--- src/rtl/l2_stream_ptr_if.sv ---
// Handshake bundle for one L2 stream pointer controller.
// Modport slave is the controller side, master is the environment side.
interface l2_stream_ptr_if #(
    parameter int addr_width   = 64,
    parameter int l2_ncl_width = 8
);
    logic                    i_rst_v;
    logic                    i_rst_r;
    logic [addr_width-1:0]   i_rst_ea_b;
    logic [addr_width-1:0]   i_rst_ea_e;
    logic                    o_rst_v;
    logic                    o_rst_r;
    logic                    o_rst_end;
    logic                    i_rd_v;
    logic                    i_rd_r;
    logic                    o_addr_v;
    logic                    o_addr_r;
    logic [l2_ncl_width-1:0] o_addr_ptr;
    logic                    o_req_v;
    logic                    o_req_r;
    logic                    i_rsp_v;
    logic                    i_rsp_r;

    modport slave (
        input  i_rst_v, i_rst_ea_b, i_rst_ea_e,
        output i_rst_r,
        output o_rst_v, o_rst_end,
        input  o_rst_r,
        input  i_rd_v,
        output i_rd_r,
        output o_addr_v, o_addr_ptr,
        input  o_addr_r,
        output o_req_v,
        input  o_req_r,
        input  i_rsp_v,
        output i_rsp_r
    );

    modport master (
        output i_rst_v, i_rst_ea_b, i_rst_ea_e,
        input  i_rst_r,
        input  o_rst_v, o_rst_end,
        output o_rst_r,
        output i_rd_v,
        input  i_rd_r,
        input  o_addr_v, o_addr_ptr,
        output o_addr_r,
        input  o_req_v,
        output o_req_r,
        output i_rsp_v,
        input  i_rsp_r
    );
endinterface

--- src/rtl/l2_stream_ptr_ctrl.sv ---
// Per-stream pointer/credit controller for the L2 multi-stream buffer.
// Optional simulation checks: define L2_STREAM_PTR_ASSERT_EN.
module l2_stream_ptr_ctrl #(
    parameter int addr_width   = 64,
    parameter int l2_ncl       = 256,
    parameter int l2_ncl_width = $clog2(l2_ncl),
    parameter int cl_width     = 7
) (
    input logic clk,
    input logic reset,
    l2_stream_ptr_if.slave bus
);
    typedef logic [l2_ncl_width:0]   cnt_t;
    typedef logic [l2_ncl_width-1:0] ptr_t;
    typedef logic [addr_width-1:0]   ea_t;

    localparam cnt_t ncl_cnt = cnt_t'(l2_ncl);
    localparam ea_t  lo_mask =
        {{(addr_width-cl_width){1'b0}}, {cl_width{1'b1}}};
    localparam ea_t  line_bytes = lo_mask + ea_t'(1);

    ea_t  req_ea;
    ea_t  end_ea;
    cnt_t outstanding;
    cnt_t filled;
    ptr_t rd_ptr;
    ptr_t wr_ptr;
    logic rst_v_q;
    logic rst_end_q;
    logic addr_v_q;
    ptr_t addr_ptr_q;

    cnt_t occ;
    logic req_v;
    logic rd_r;
    logic rst_r;
    logic req_fire;
    logic rd_fire;
    logic rsp_ok;
    logic rst_fire;

    assign occ   = outstanding + filled;
    assign req_v = (req_ea < end_ea) && (occ < ncl_cnt) && !rst_v_q;
    assign rd_r  = (filled != '0) && (!addr_v_q || bus.o_addr_r)
                   && !rst_v_q;
    assign rst_r = !reset && (outstanding == '0) && !rst_v_q;

    assign req_fire = req_v && bus.o_req_r;
    assign rd_fire  = rd_r && bus.i_rd_v;
    // a response with nothing outstanding is a stale one: swallow it
    assign rsp_ok   = bus.i_rsp_v && !reset && (outstanding != '0);
    assign rst_fire = bus.i_rst_v && rst_r;

    assign bus.i_rst_r    = rst_r;
    assign bus.o_rst_v    = rst_v_q;
    assign bus.o_rst_end  = rst_end_q;
    assign bus.i_rd_r     = rd_r;
    assign bus.o_addr_v   = addr_v_q;
    assign bus.o_addr_ptr = addr_ptr_q;
    assign bus.o_req_v    = req_v;
    assign bus.i_rsp_r    = !reset;

    // credit counters, ring pointers and the registered handshakes
    always_ff @(posedge clk) begin
        if (reset) begin
            req_ea      <= '0;
            end_ea      <= '0;
            outstanding <= '0;
            filled      <= '0;
            rd_ptr      <= '0;
            wr_ptr      <= '0;
            rst_v_q     <= 1'b0;
            rst_end_q   <= 1'b0;
            addr_v_q    <= 1'b0;
            addr_ptr_q  <= '0;
        end else begin
            outstanding <= outstanding + cnt_t'(req_fire)
                           - cnt_t'(rsp_ok);
            filled      <= filled + cnt_t'(rsp_ok) - cnt_t'(rd_fire);
            if (rsp_ok)
                wr_ptr <= wr_ptr + ptr_t'(1);
            if (rd_fire)
                rd_ptr <= rd_ptr + ptr_t'(1);
            if (req_fire)
                req_ea <= req_ea + line_bytes;
            if (rd_fire) begin
                addr_v_q   <= 1'b1;
                addr_ptr_q <= rd_ptr;
            end else if (bus.o_addr_r) begin
                addr_v_q <= 1'b0;
            end
            if (rst_v_q && bus.o_rst_r)
                rst_v_q <= 1'b0;
            if (rst_fire) begin
                req_ea    <= bus.i_rst_ea_b & ~lo_mask;
                end_ea    <= bus.i_rst_ea_e;
                filled    <= '0;
                rd_ptr    <= '0;
                wr_ptr    <= '0;
                rst_v_q   <= 1'b1;
                rst_end_q <= (bus.i_rst_ea_b >= bus.i_rst_ea_e);
            end
        end
    end

`ifdef L2_STREAM_PTR_ASSERT_EN
    logic post_rst;
    logic prev_addr_v;
    logic prev_addr_r;
    ptr_t prev_ptr;

    // protocol sanity checks for simulation builds
    always_ff @(posedge clk) begin
        if (reset) begin
            post_rst    <= 1'b1;
            prev_addr_v <= 1'b0;
            prev_addr_r <= 1'b0;
            prev_ptr    <= '0;
        end else begin
            if (req_fire)
                post_rst <= 1'b0;
            if (bus.i_rsp_v && outstanding == '0 && !post_rst)
                $error("response with nothing outstanding");
            if (occ > ncl_cnt)
                $error("occupancy above buffer size");
            if (prev_addr_v && !prev_addr_r &&
                (!addr_v_q || addr_ptr_q != prev_ptr))
                $error("addr output changed while stalled");
            prev_addr_v <= addr_v_q;
            prev_addr_r <= bus.o_addr_r;
            prev_ptr    <= addr_ptr_q;
        end
    end
`endif

endmodule

--- src/flat_wrapper.sv ---
// flat-port wrapper written by rule: the top's interface ports become plain ports
module l2_stream_ptr_ctrl_flat 
#(
    parameter int addr_width   = 64,
    parameter int l2_ncl       = 256,
    parameter int l2_ncl_width = $clog2(l2_ncl),
    parameter int cl_width     = 7
)
  (clk, reset, bus_i_rst_v, bus_i_rst_ea_b, bus_i_rst_ea_e, bus_i_rst_r, bus_o_rst_v, bus_o_rst_end, bus_o_rst_r, bus_i_rd_v, bus_i_rd_r, bus_o_addr_v, bus_o_addr_ptr, bus_o_addr_r, bus_o_req_v, bus_o_req_r, bus_i_rsp_v, bus_i_rsp_r);
  l2_stream_ptr_if #(.addr_width(addr_width), .l2_ncl_width(l2_ncl_width)) bus_i ();
  input logic clk;
  input logic reset;
  input wire logic [$bits(bus_i.i_rst_v)-1:0] bus_i_rst_v;
  input wire logic [$bits(bus_i.i_rst_ea_b)-1:0] bus_i_rst_ea_b;
  input wire logic [$bits(bus_i.i_rst_ea_e)-1:0] bus_i_rst_ea_e;
  output wire logic [$bits(bus_i.i_rst_r)-1:0] bus_i_rst_r;
  output wire logic [$bits(bus_i.o_rst_v)-1:0] bus_o_rst_v;
  output wire logic [$bits(bus_i.o_rst_end)-1:0] bus_o_rst_end;
  input wire logic [$bits(bus_i.o_rst_r)-1:0] bus_o_rst_r;
  input wire logic [$bits(bus_i.i_rd_v)-1:0] bus_i_rd_v;
  output wire logic [$bits(bus_i.i_rd_r)-1:0] bus_i_rd_r;
  output wire logic [$bits(bus_i.o_addr_v)-1:0] bus_o_addr_v;
  output wire logic [$bits(bus_i.o_addr_ptr)-1:0] bus_o_addr_ptr;
  input wire logic [$bits(bus_i.o_addr_r)-1:0] bus_o_addr_r;
  output wire logic [$bits(bus_i.o_req_v)-1:0] bus_o_req_v;
  input wire logic [$bits(bus_i.o_req_r)-1:0] bus_o_req_r;
  input wire logic [$bits(bus_i.i_rsp_v)-1:0] bus_i_rsp_v;
  output wire logic [$bits(bus_i.i_rsp_r)-1:0] bus_i_rsp_r;
  assign bus_i.i_rst_v = bus_i_rst_v;
  assign bus_i.i_rst_ea_b = bus_i_rst_ea_b;
  assign bus_i.i_rst_ea_e = bus_i_rst_ea_e;
  assign bus_i_rst_r = bus_i.i_rst_r;
  assign bus_o_rst_v = bus_i.o_rst_v;
  assign bus_o_rst_end = bus_i.o_rst_end;
  assign bus_i.o_rst_r = bus_o_rst_r;
  assign bus_i.i_rd_v = bus_i_rd_v;
  assign bus_i_rd_r = bus_i.i_rd_r;
  assign bus_o_addr_v = bus_i.o_addr_v;
  assign bus_o_addr_ptr = bus_i.o_addr_ptr;
  assign bus_i.o_addr_r = bus_o_addr_r;
  assign bus_o_req_v = bus_i.o_req_v;
  assign bus_i.o_req_r = bus_o_req_r;
  assign bus_i.i_rsp_v = bus_i_rsp_v;
  assign bus_i_rsp_r = bus_i.i_rsp_r;
  l2_stream_ptr_ctrl #(.addr_width(addr_width), .l2_ncl(l2_ncl), .l2_ncl_width(l2_ncl_width), .cl_width(cl_width)) u_core (.clk(clk), .reset(reset), .bus(bus_i));
endmodule
--- config.mk ---
export PLATFORM = sky130hd
export DESIGN_NAME = l2_stream_ptr_ctrl_flat
export DESIGN_NICKNAME = d
export VERILOG_FILES = /design/src/rtl/l2_stream_ptr_if.sv /design/src/rtl/l2_stream_ptr_ctrl.sv /design/src/flat_wrapper.sv
export SDC_FILE = /design/constraint.sdc
export NUM_CORES = 1
export LEC_CHECK = 0
export ABC_CLOCK_PERIOD_IN_PS = 5200
export BUFFER_PORTS_ARGS = -buffer_cell sky130_fd_sc_hd__clkbuf_2
export CAP_MARGIN = 20
export CORE_MARGIN = 3
export CORE_UTILIZATION = 38
export DETAILED_ROUTE_END_ITERATION = 8
export PLACE_DENSITY_LB_ADDON = 0.15
export SLEW_MARGIN = 10
export SYNTH_ARGS = -nofsm -noshare
export SYNTH_HDL_FRONTEND = slang
export SYNTH_SLANG_ARGS = --single-unit
--- constraint.sdc ---
create_clock -name clk -period 5.2 [get_ports clk]
set_clock_uncertainty 0.1 [all_clocks]
set_input_delay 0.78 -clock clk [delete_from_list [all_inputs] [get_ports clk]]
set_output_delay 0.78 -clock clk [all_outputs]
set_load 0.05 [all_outputs]
==> metrics.txt <==
final worst setup slack=0.918 ns; chip height=173 um; row count=60; cells along the critical path=inv_1, ha_1, nand4_1, nor4_1, nand4_1, o21bai_1, nand3_1, inv_1, ha_1, inv_1, fa_1, nand2b_1, a21oi_1, o21ai_0, a21oi_1, o21ai_0, a21oi_1, or3_1, a21oi_1; Fin. Hold Viols=0; worst stage delay on the critical path=just over 0.7 ns; initial cell density of the core=0.391; first-pass GRT wire length=between 40,000 and 50,000 um; Initial DRT Pass Iterations=5; outcome=finished clean; Netlist cell types=53; Root Driver=clkbuf_16; H-tree levels=4; WL final=around 28,000 um; Max clock buf depth=2; EDFF count, synth=0; Final setup viols=0; Final min period=4.28 ns; Tightest Pin Transition=roughly 1.0 ns; # hold bufs at CTS=0; gr usage total=0.184; grt total ovfl=0; worst skew pair latency=between 0.4 and 0.5 ns; Cells after Synth=around 1.4k; CTS tree=yes; register bit total from synthesis=around 160; Setup Crit Path Kind=reg -> reg; fmax=between 0.2 and 0.25 GHz; startpoint types=flip-flop; asr flop ratio synth=0; cts repair resizes=0; area grow syn2layout=15.1%; max-slew violation count=0; total power=a little under 5 mW; DP Cell Count=1,859; postcts setup bufs=0; Vias=9,702; CTS clock-pin slew for the worst setup and hold paths=around 0.070 ns; Synth Net Count=roughly 1.7k; Yosys Warn Count=0; fill cell count=around 2.8k; vias in the first global route=slightly above 9k; ratio of cells with drive above 1 in the final layout=0.132; Pleak=5.15 nW; WP data required=about 5.5 ns; residual DRC count=0; starting DRC count in detailed routing=604; Hold Worst Slack=~0.35 ns; full die area=approximately 30,000 sq um; largest net degree at the start of global routing=103; Layout Cells excl Fill=1,891; Synth Flop Type=dfxtp_1; die width=173 um; placer congestion estimate=slightly above 0.8; post-synthesis instance area=10,700 sq um; most common cell after layout, fill and taps aside=nand2_1; PD cells=a little over 400 nW/um^2; post-DP HPWL=~21,000 um; Worst path slowest cell=nor4_1; maxcap violations=0; CP endpoint kind=flip-flop; Placed Area=approximately 12,000 sq um; most frequent cells in the layout=nand2_1, inv_1, dfxtp_1, ha_1, clkbuf_2; sequential-to-total area share from yosys stat=0.297; Avg Cell Area, Syn=7.65 sq um; Final Cell Area=roughly 12,000 sq um; vias per inst=between 5 and 6; Hold Crit Class=reg -> reg; initial antenna violation count=1; CTS Buf Count=17; Crit Path Max Fanout=5; Setup TNS=0 ns; Crit path top cell by count=a21oi_1; Max transition margin=0.310; maximum vdd ir drop=0.362 mV; IO Port Bufs=150; Tcrit/Tclk final=0.823; RSZ-0062 raised after global routing=false; num ports=151; dpl ws=between 0.8 and 0.9 ns; Finished Core Util=0.450; CTS sink cnt=around 160; diode count=0; critical path arrival=about 4.5 ns; WL/cell=about 15 um; Final nets=1,798; core area=between 20,000 and 30,000 sq um; Final ANT Viol Nets=0
## where the power goes
group          total [mW]  internal, mW  switching [mW]
Combinational        2.23         0.778            1.45
Clock                1.20         0.626           0.571
Sequential           1.52          1.36           0.154
Total                4.94          2.77            2.17
## state kept, by name, indices dropped and copies added, names as in the netlist
| register | cells |
|---|---|
| u_core.bus.o_addr_v | 1 |
| u_core.bus.o_addr_ptr | 8 |
| u_core.outstanding | 9 |
| u_core.bus.o_rst_end | 1 |
| u_core.req_ea | 57 |
| u_core.end_ea | 64 |
| u_core.bus.o_rst_v | 1 |
| u_core.rd_ptr | 8 |
| u_core.filled | 9 |
## worst max-delay path, delay by kind of cell, from the launching register on
kind,cells,cell delay (ns)
simple gates,6,1.79
flops,1,0.32
fa+ha+maj,3,0.69
buf+inv,3,0.16
compound gates,7,1.14
## per-layer routing
layer | track usage | part of all wire | wire, um | vias up
met4 | 0.0345 | 0.0091 | 258 | 2
li1 | - | - | - | 5069
met3 | 0.0342 | 0.041 | 1170 | 18
met5 | 0 | 0.00046 | 13 | -
met2 | 0.299 | 0.45 | 12900 | 190
met1 | 0.256 | 0.50 | 14100 | 4423
## cells by family (layout without fill, tap and decap cells)
group / after synthesis / count (layout) / synth area share
compound gates: 293 / 293 / 0.169
xor+xnor: 55 / 55 / 0.0452
fa+ha+maj: 156 / 156 / 0.185
buf+inv: 227 / 353 / 0.0801
flops: 158 / 158 / 0.297
simple gates: 504 / 504 / 0.224
## synth_stat cells (all sizes together) (6+ instances only)
master	n	area, sq um
xor2	14	123
nand4	42	263
dfxtp	158	3160
o21bai	6	45.0
and2	6	37.5
inv	163	612
or3	11	68.8
a311oi	21	184
a211oi	40	300
or4	14	109
nor3	36	180
a21o	13	97.6
nor2	97	364
ha	154	1930
a21oi	137	689
nor4	15	100
o31ai	11	82.6
nand2	198	743
nor2b	6	37.5
o21ai	43	215
nand3	36	180
clkbuf	58	218
xnor2	41	359
and4	6	52.6
and3	17	106
## cell type report
class                   count  area, sq um  share of cell area
clock inverters            15          124              0.0101
repair buffers            157          818              0.0668
clock buffers              17          425              0.0347
inverters                 164          616              0.0502
flip-flops and latches    158         3160               0.258
multi-input cells        1008         6650               0.542
well taps                 372          465              0.0380
## final timing paths
path	endpoint	start	slack, ns	depth (start not counted)
hold / removal	u_core.end_ea[30]	u_core.end_ea[30]	0.35	2
setup / recovery	u_core.outstanding[8]	u_core.end_ea[63]	0.92	19
hold reg to reg	u_core.end_ea[30]	u_core.end_ea[30]	0.35	2
setup reg to reg	u_core.outstanding[8]	u_core.end_ea[63]	0.92	19
No activity file was read; power rests on OpenSTA's default activity.
